### src/rtl/addsub_arbiter_pkg.sv
// rtl/addsub_arbiter_pkg.sv - shared FSM state type and requester index constants
package addsub_arbiter_pkg;

  typedef enum logic [1:0] {
    IDLE = 2'd0,
    CALC = 2'd1,
    OUT  = 2'd2
  } state_t;

  localparam logic REQ0 = 1'b0;
  localparam logic REQ1 = 1'b1;

endpackage

### src/rtl/addsub_arbiter_addsubovf.sv
// rtl/addsub_arbiter_addsubovf.sv - AddSubOvf: n-bit two's complement add/sub with signed overflow
module AddSubOvf #(
  parameter int n = 8
) (
  input  logic [n-1:0] i_a,
  input  logic [n-1:0] i_b,
  input  logic         i_sub,
  output logic [n-1:0] o_s,
  output logic         o_ovf
);

  logic [n-1:0] w_b_eff;

  // Subtraction as a + ~b + 1 so the overflow rule is the same for both ops,
  // including b = most-negative.
  assign w_b_eff = i_sub ? ~i_b : i_b;
  assign o_s     = i_a + w_b_eff + {{(n-1){1'b0}}, i_sub};
  assign o_ovf   = (i_a[n-1] == w_b_eff[n-1]) && (o_s[n-1] != i_a[n-1]);

endmodule

### src/rtl/addsub_arbiter.sv
// rtl/addsub_arbiter.sv - two-requester round-robin add/sub unit; ADDSUB_FLAGS_EN adds z/n flags
module addsub_arbiter
  import addsub_arbiter_pkg::*;
#(
  parameter int N = 8
) (
  input  logic         clk,
  input  logic         reset,
  input  logic         req0,
  input  logic [N-1:0] a0,
  input  logic [N-1:0] b0,
  input  logic         sub0,
  output logic         gnt0,
  input  logic         req1,
  input  logic [N-1:0] a1,
  input  logic [N-1:0] b1,
  input  logic         sub1,
  output logic         gnt1,
  output logic         out_valid,
  output logic         out_id,
  output logic [N-1:0] s,
  output logic         ovf,
  output logic         busy
`ifdef ADDSUB_FLAGS_EN
  ,
  output logic         z,
  output logic         n
`endif
);

  state_t       r_state, w_next;
  logic         r_ptr;
  logic [N-1:0] r_a, r_b;
  logic         r_sub, r_id;
  logic [N-1:0] r_s;
  logic         r_ovf, r_out_id;
  logic [N-1:0] w_s;
  logic         w_ovf;

  AddSubOvf #(.n(N)) u_addsub (
    .i_a   (r_a),
    .i_b   (r_b),
    .i_sub (r_sub),
    .o_s   (w_s),
    .o_ovf (w_ovf)
  );

  always_comb begin
    w_next    = r_state;
    gnt0      = 1'b0;
    gnt1      = 1'b0;
    out_valid = 1'b0;
    case (r_state)
      IDLE: begin
        // Requester 0 wins unless requester 1 also asks and 0 was granted last.
        gnt0 = req0 && (!req1 || (r_ptr == REQ1));
        gnt1 = req1 && !gnt0;
        if (req0 || req1) w_next = CALC;
      end
      CALC: w_next = OUT;
      OUT: begin
        out_valid = 1'b1;
        w_next    = IDLE;
      end
      default: w_next = IDLE;
    endcase
  end

  always_ff @(posedge clk or posedge reset) begin
    if (reset) begin
      r_state  <= IDLE;
      r_ptr    <= REQ1;
      r_a      <= '0;
      r_b      <= '0;
      r_sub    <= 1'b0;
      r_id     <= REQ0;
      r_s      <= '0;
      r_ovf    <= 1'b0;
      r_out_id <= REQ0;
    end else begin
      r_state <= w_next;
      if (gnt0 || gnt1) begin
        r_a   <= gnt1 ? a1 : a0;
        r_b   <= gnt1 ? b1 : b0;
        r_sub <= gnt1 ? sub1 : sub0;
        r_id  <= gnt1 ? REQ1 : REQ0;
        r_ptr <= gnt1 ? REQ1 : REQ0;
      end
      if (r_state == CALC) begin
        r_s      <= w_s;
        r_ovf    <= w_ovf;
        r_out_id <= r_id;
      end
    end
  end

  assign s      = r_s;
  assign ovf    = r_ovf;
  assign out_id = r_out_id;
  assign busy   = (r_state != IDLE);

`ifdef ADDSUB_FLAGS_EN
  logic r_z, r_n;

  always_ff @(posedge clk or posedge reset) begin
    if (reset) begin
      r_z <= 1'b0;
      r_n <= 1'b0;
    end else if (r_state == CALC) begin
      r_z <= (w_s == '0);
      r_n <= w_s[N-1];
    end
  end

  assign z = r_z;
  assign n = r_n;
`endif

endmodule

### config.mk
export PLATFORM = sky130hd
export DESIGN_NAME = addsub_arbiter
export DESIGN_NICKNAME = d
export VERILOG_FILES = /design/src/rtl/addsub_arbiter_pkg.sv /design/src/rtl/addsub_arbiter_addsubovf.sv /design/src/rtl/addsub_arbiter.sv
export SDC_FILE = /design/constraint.sdc
export NUM_CORES = 1
export LEC_CHECK = 0
export BUFFER_PORTS_ARGS = -buffer_cell sky130_fd_sc_hd__buf_2
export CORE_ASPECT_RATIO = 2
export CORE_MARGIN = 1.5
export CORE_UTILIZATION = 54
export DETAILED_ROUTE_END_ITERATION = 16
export GPL_ROUTABILITY_DRIVEN = 0
export PLACE_DENSITY = 0.84
export SLEW_MARGIN = 15
export SYNTH_ARGS = -nofsm -noshare
export SYNTH_HDL_FRONTEND = slang
export SYNTH_SLANG_ARGS = --single-unit
export TNS_END_PERCENT = 50
### constraint.sdc
create_clock -name clk -period 4.53 [get_ports clk]
set_input_delay 0.6795 -clock clk [delete_from_list [all_inputs] [get_ports clk]]
set_output_delay 0.6795 -clock clk [all_outputs]
set_load 0.02 [all_outputs]
## Word-level counts from Yosys, hierarchy flattened

Index checks and enable logic that the tools add are counted.

| word-level totals | value |
|---|---|
| bits in writable memories | 0 |
| bits in latches | 0 |
| register bits | 31 |
| output and inout bits | 14 |
| input bits | 38 |
| word-level logic and storage cells | 37 |
| memory bits (read-only) | 0 |
| memories kept | 0 |

| operators by class | value |
|---|---|
| reduce and logical (&&, ||, !) cells | 10 |
| order comparisons | 0 |
| div/mod/pow operators | 0 |
| equality and inequality tests | 5 |
| multiplexer cells | 10 |
| add/sub/neg operators | 2 |
| bitwise operators | 1 |
| multiply operators | 0 |
| shift-type cells | 0 |

Operators with widths:

| cell | number |
|---|---|
| 2-to-1 mux 8 bit | 3 |
| adder 8 x 1 -> 8 bit | 1 |
| adder 8 bit | 1 |
| NOT 8 bit | 1 |
| 2-to-1 mux 1 bit | 5 |
| one-hot mux 2 bit (2 select lines) | 1 |
| logical AND 1 bit | 3 |
| logical OR 1 bit | 3 |
| equality test 2 x 1 -> 1 bit (second input constant) | 1 |
| equality test 2 bit (second input constant) | 1 |
| zero test 1 bit | 2 |
| zero test 2 bit | 1 |
| 2-to-1 mux 2 bit | 1 |
| != test 2 bit (second input constant) | 1 |
| nonzero test 2 bit | 1 |
| equality test 1 bit | 1 |
| != test 1 bit | 1 |

## Depth between registers and ports, before layout

Gate-level depths: netlist (run 1).

| logic depth | value |
|---|---|
| depth in word-level cells | 7 |
| depth in mapped cells | 9 |
| mapped depth without buffers | 8 |

## Hierarchy

From an unflattened synthesis (run 1), not the netlist that was laid out.

| unflattened totals | value |
|---|---|
| cell total of the unflattened synthesis | 177 |
| area, all modules | 1894.3 um2 |

Modules (own cells, without submodules):

| module | area each (um2) | seq. area each (um2) | instances | cells an instance |
|---|---|---|---|---|
| addsub_arbiter | 1483.9 | 777.0 | 1 | 128 |
| AddSubOvf | 410.4 | 0.0 | 1 | 49 |

## Worst setup path after synthesis (run 1)

OpenSTA, ideal clock, no wires.

| path | value |
|---|---|
| path type | input to output |
| from | input req0 |
| to | output gnt1 |
| arrival time | 1228 ps |
| path slack | 2623 ps |
| data required time | 3851 ps |
| stages | 4 |
| buffers on the path | 1 |
| cells stage by stage | nand2_1 nand2_1 nor2_1 buf_2 |

| on the way | value |
|---|---|
| cells in the longest elaborated chain, start to end | 4 |

RTL lines:

| what | RTL line | RTL |
|---|---|---|
| from (decl) | addsub_arbiter.sv:9 | `input logic req0,` |
| logical AND 1 bit | addsub_arbiter.sv:56 | `gnt0 = req0 && (!req1 \|\| (r_ptr == REQ1));` |
| zero test 1 bit | addsub_arbiter.sv:57 | `gnt1 = req1 && !gnt0;` |
| logical AND 1 bit | addsub_arbiter.sv:57 |  |
| 2-to-1 mux 1 bit | addsub_arbiter.sv:53 | `case (r_state)` |
| to (decl) | addsub_arbiter.sv:18 | `output logic gnt1,` |

Every way passes these cells.

## Worst setup path in the final report (run 1)

Same ends and word-level chain as after synthesis.

==> impl_metrics.tcl, run 1 <==
set metrics [dict create \
    finClkSkew_ns 0.00556 \
    drt_iter0_markers 17 \
    worstPathRequired_ns 3.85 \
    final_util_pct 68.3 \
    path_max_fanout 18 \
    drive_above_1_share_pct 29.1 \
    post-route-period-util_pct 50.9 \
    ys_seq_elements 31 \
    ant_nets 0 \
    max_cap_violations 0 \
    routedWlPerCell_um 13.1 \
    rows 28 \
    vdd_drop_max_v 0.000636 \
    start_kind "input port" \
    hold_path.class "in2async" \
    fillers 262 \
    remaining_drc_errors 0 \
    clk_pin_slew_ns 0.06 \
    outcome "completed" \
    fp.dieW_um 42.0 \
    clock-sinks 31 \
    synth.distinct_cells 34 \
    synth_fp_nets 221 \
    area_growth_pct 22.4 \
    slew_headroom_pct 53.8 \
    clk_latency_ns 0.28 \
    fmax_ghz 0.433 \
    antenna_found_initial 0 \
    regArea_um2 777 \
    avgSynthCellArea_um2 9.33 \
    hold_buffers 0 \
    cts_max_path_buffers 2 \
    vias_per_cell 5.42 \
    synth_top_area_cell "dfrtp_1" \
    final_cells 257 \
    start_util_pct 55.8 \
    grt_util_all_layers_pct 21.1 \
    setup_viol 0 \
    grt_overflow 0 \
    n_antenna_cell 0 \
    rsz0062_at_grt "false" \
    final_nets 271 \
    vias 1393 \
    timing.final.hold_violations 0 \
    crit_path_end_kind "output pin" \
    multiInputGateArea_um2 802 \
    routed_wl_um 3360 \
    maxSlewViolCount 0 \
    netlist_instances 176 \
    syn_area_um2 1640 \
    hpwl_um 2610 \
    dp_cells 249 \
    port-buffer-count 51 \
    ys_warn_count 0 \
    grt_first_pass_wirelength_um 5370 \
    period_needed_ns 2.31 \
    yosysSeqAreaShare_pct 47.3 \
    cts-root-buf "clkbuf_8" \
    die_area_um2 3400 \
    grt_start_max_net_pins 36 \
    core_area_um2 2940 \
    firstDrtPassIters 4 \
    final_cell_mix "buf_2, nand2_1, dfrtp_1" \
    power_density_nw_per_um2 887 \
    htreeDepth 2 \
    grt_pass1_vias 1321 \
    crit_type "in2out" \
    p_leak_nw 1.02 \
    tritoncts "done" \
    arrival_ns 1.63 \
    die_h_um 81.0 \
    yosysTopAreaCellShare_pct 45.7 \
    layout_commonest_cell "buf_2" \
    setup_tns_ns 0 \
    synth_area_leaders "dfrtp_1, nand2_1, o21ai_0, o22ai_1, xor2_1" \
    post_cts_resize_count 0 \
    tightest_slew_ns 0.691 \
    cts-buffers-inserted 5 \
    ios 52 \
    postCtsSetupBuffers 0 \
]
-- through the flow --
step / worst slack [ns] / area, µm² / total power, W / hold WS (ns)
3_3_place_gp: 2.27 / 1900 / 0.00149 / 0.452
2_1_floorplan: 2.62 / 1640 / 0.00132 / 0.439
4_1_cts: 2.23 / 2000 / 0.00179 / 0.484
5_1_grt: 2.09 / 2010 / 0.00194 / 0.493
3_5_place_dp: 2.24 / 1900 / 0.00154 / 0.469
6_report: 2.22 / 2010 / 0.00178 / 0.455
-- worst max-delay path, stage by stage --
cell and delay [ns]:
buf_2 0.12, nand2_1 0.07, nand2_1 0.32, nor2_1 0.24
buf_2 0.19
-- cell families after synthesis --
family	Yosys count	synth area share, %
XOR/XNOR	12	6.40
adder cells (fa/ha/maj)	7	5.79
multiplexers	2	1.45
buffers and inverters	17	4.50
AO/OA/AOI/OAI	57	21.2
flip-flops	31	47.3
AND/OR/NAND/NOR	50	13.3
-- final timing paths --
check                      startpoint         end  slack [ns]  depth (start not counted)
setup / recovery                 req0        gnt1        2.22                          5
hold / removal                  reset  r_state[1]        0.46                          2
setup reg to reg                r_sub        s[6]        2.27                          8
hold reg to reg                  s[7]        s[7]        0.48                          2
max in group asynchronous       reset      r_a[7]        3.67                          2
min in group clk                 s[7]        s[7]        0.48                          2
-- state kept, by name, indices dropped and copies added, names as in the netlist --
register and count:
r_ptr 1, r_state 2, r_b 8, s 8
r_id 1, r_sub 1, r_a 8, out_id 1
ovf 1
-- synthesized netlist by cell type --
library cell / number
fa_1: 1
nand2b_1: 2
a21boi_0: 1
and2_1: 3
or3_1: 1
o31ai_1: 1
nor2_1: 5
or2_1: 1
o22ai_1: 16
a21o_1: 2
dfrtp_1: 30
clkbuf_1: 6
nor3b_1: 1
o221ai_1: 1
nand3_1: 1
a21boi_1: 1
nand2_1: 33
ha_1: 6
nand3b_1: 1
inv_1: 8
buf_6: 1
dfstp_2: 1
o21ai_1: 5
a31oi_4: 1
mux2i_1: 1
o221a_2: 1
nor2b_1: 2
mux2i_2: 1
xnor2_1: 3
a21oi_1: 3
buf_2: 2
o21ai_2: 1
xor2_1: 9
o21ai_0: 24
-- layer usage --
layer	wire length, µm	track usage, %	up-vias	part of all wire (%)
met5	0	0	-	0
met4	129	15.2	0	3.8
met3	115	4.89	12	3.4
met2	1850	38.9	39	55
met1	1270	19.7	632	38
li1	-	-	710	-
-- area by class of cell --
type	count	share of cell area (%)
repair buffers	52	13.1
well taps	30	1.87
flip-flops and latches	31	38.7
multi-input cells	128	39.9
clock buffers	8	4.98
inverters	8	1.49
-- where the power goes --
group | internal, W | switching [W]
logic | 0.000422 | 0.000602
clock network | 0.000138 | 0.0000995
registers | 0.000421 | 0.0000981
No activity file was read; power rests on OpenSTA's default activity.
==> inputs of run 2 (changes only) <==
- CORE_UTILIZATION: 54 -> 50
- PLACE_DENSITY: 0.84 -> 0.79
- clock period: 4.53 -> 2.3 ns (I/O delays scaled with it)
==> impl_metrics.tcl, run 2 (synthesized netlist as in run 1, its figures left out) <==
set metrics [dict create \
    outcome "completed" \
    grt_overflow 0 \
    final_cells 264 \
    tightest_slew_ns 0.430 \
    post_cts_resize_count 0 \
    worstPathRequired_ns 2.47 \
    grt_first_pass_wirelength_um 5510 \
    vias 1404 \
    grt_pass1_vias 1341 \
    hpwl_um 2630 \
    rows 29 \
    die_h_um 84.0 \
    grt_util_all_layers_pct 20.3 \
    cts-root-buf "clkbuf_8" \
    setup_tns_ns 0 \
    finClkSkew_ns 0.00399 \
    clock-sinks 31 \
    crit_path_end_kind "register" \
    die_area_um2 3660 \
    post-route-period-util_pct 89.7 \
    slew_headroom_pct 71.3 \
    power_density_nw_per_um2 1740 \
    final_nets 277 \
    fp.dieW_um 43.5 \
    max_cap_violations 0 \
    clk_latency_ns 0.28 \
    maxSlewViolCount 0 \
    ant_nets 0 \
    grt_start_max_net_pins 36 \
    port-buffer-count 51 \
    fmax_ghz 0.485 \
    arrival_ns 2.23 \
    postCtsSetupBuffers 0 \
    p_leak_nw 1.05 \
    path_max_fanout 5 \
    layout_commonest_cell "buf_2" \
    drive_above_1_share_pct 30.9 \
    routed_wl_um 3190 \
    rsz0062_at_grt "false" \
    cts_max_path_buffers 2 \
    hold_path.class "in2async" \
    period_needed_ns 2.06 \
    crit_type "reg2reg" \
    area_growth_pct 25.8 \
    routedWlPerCell_um 12.1 \
    vias_per_cell 5.32 \
    setup_viol 0 \
    timing.final.hold_violations 0 \
    cts-buffers-inserted 5 \
    hold_buffers 0 \
    tritoncts "done" \
    n_antenna_cell 0 \
    drt_iter0_markers 13 \
    ios 52 \
    start_kind "register" \
    firstDrtPassIters 4 \
    core_area_um2 3160 \
    vdd_drop_max_v 0.00124 \
    start_util_pct 52.0 \
    htreeDepth 2 \
    antenna_found_initial 0 \
    dp_cells 256 \
    remaining_drc_errors 0 \
    clk_pin_slew_ns 0.06 \
    reg2reg_depth 8 \
    final_cell_mix "buf_2, nand2_1, dfrtp_1" \
]
run 2: worst paths after layout:
check	from	end	slack [ns]
worst min-delay path	reset	s[1]	0.05
min in group clk	a0[5]	r_a[5]	0.34
worst min register to register	s[3]	s[3]	0.47
max in group asynchronous	reset	r_ptr	1.59
worst max-delay path	r_sub	ovf	0.24
worst max register to register	r_sub	ovf	0.24
run 2: final cells by class:
| class | count | area, µm² |
|---|---|---|
| clock buffers | 6 | 82.6 |
| repair buffers | 58 | 308 |
| inverters | 8 | 30.0 |
| multi-input cells | 128 | 795 |
| well taps | 31 | 38.8 |
| fillers | 275 | 1090 |
| flip-flops and latches | 31 | 777 |
| clock inverters | 2 | 35.0 |
run 2: stage by stage:
step                area (µm²)  utilization [%]  total power, W  hold slack, ns  setup slack [ns]
floorplan                 1640                -         0.00259           0.439             0.394
global placement          1950             61.7         0.00300           0.371             0.281
detailed placement        1950             61.7         0.00308           0.367             0.240
CTS                       2070             65.4         0.00363          0.0628             0.227
global route              2070             65.4         0.00393           0.104            0.0264
finish                    2070             65.4         0.00359          0.0465             0.236
run 2: layer usage:
layer,wire length [µm],vias up,track usage [%]
met5,0,-,0
met4,80,0,9.92
met3,124,6,5.19
met2,1850,38,38.4
met1,1140,642,18.3
li1,-,718,-
run 2: worst max-delay path, stage by stage (launching register included):
cell	delay, ns
dfrtp_1	0.45
buf_4	0.19
xor2_1	0.16
ha_1	0.31
a21oi_1	0.20
o21ai_0	0.16
a31oi_4	0.21
mux2i_1	0.20
o21ai_1	0.07
run 2: power breakdown:
part	internal [W]	switching, W	leakage (nW)
clock	0.000350	0.000197	0.0612
combinational	0.000870	0.00117	0.611
sequential	0.000829	0.000175	0.382
total	0.00205	0.00154	1.05
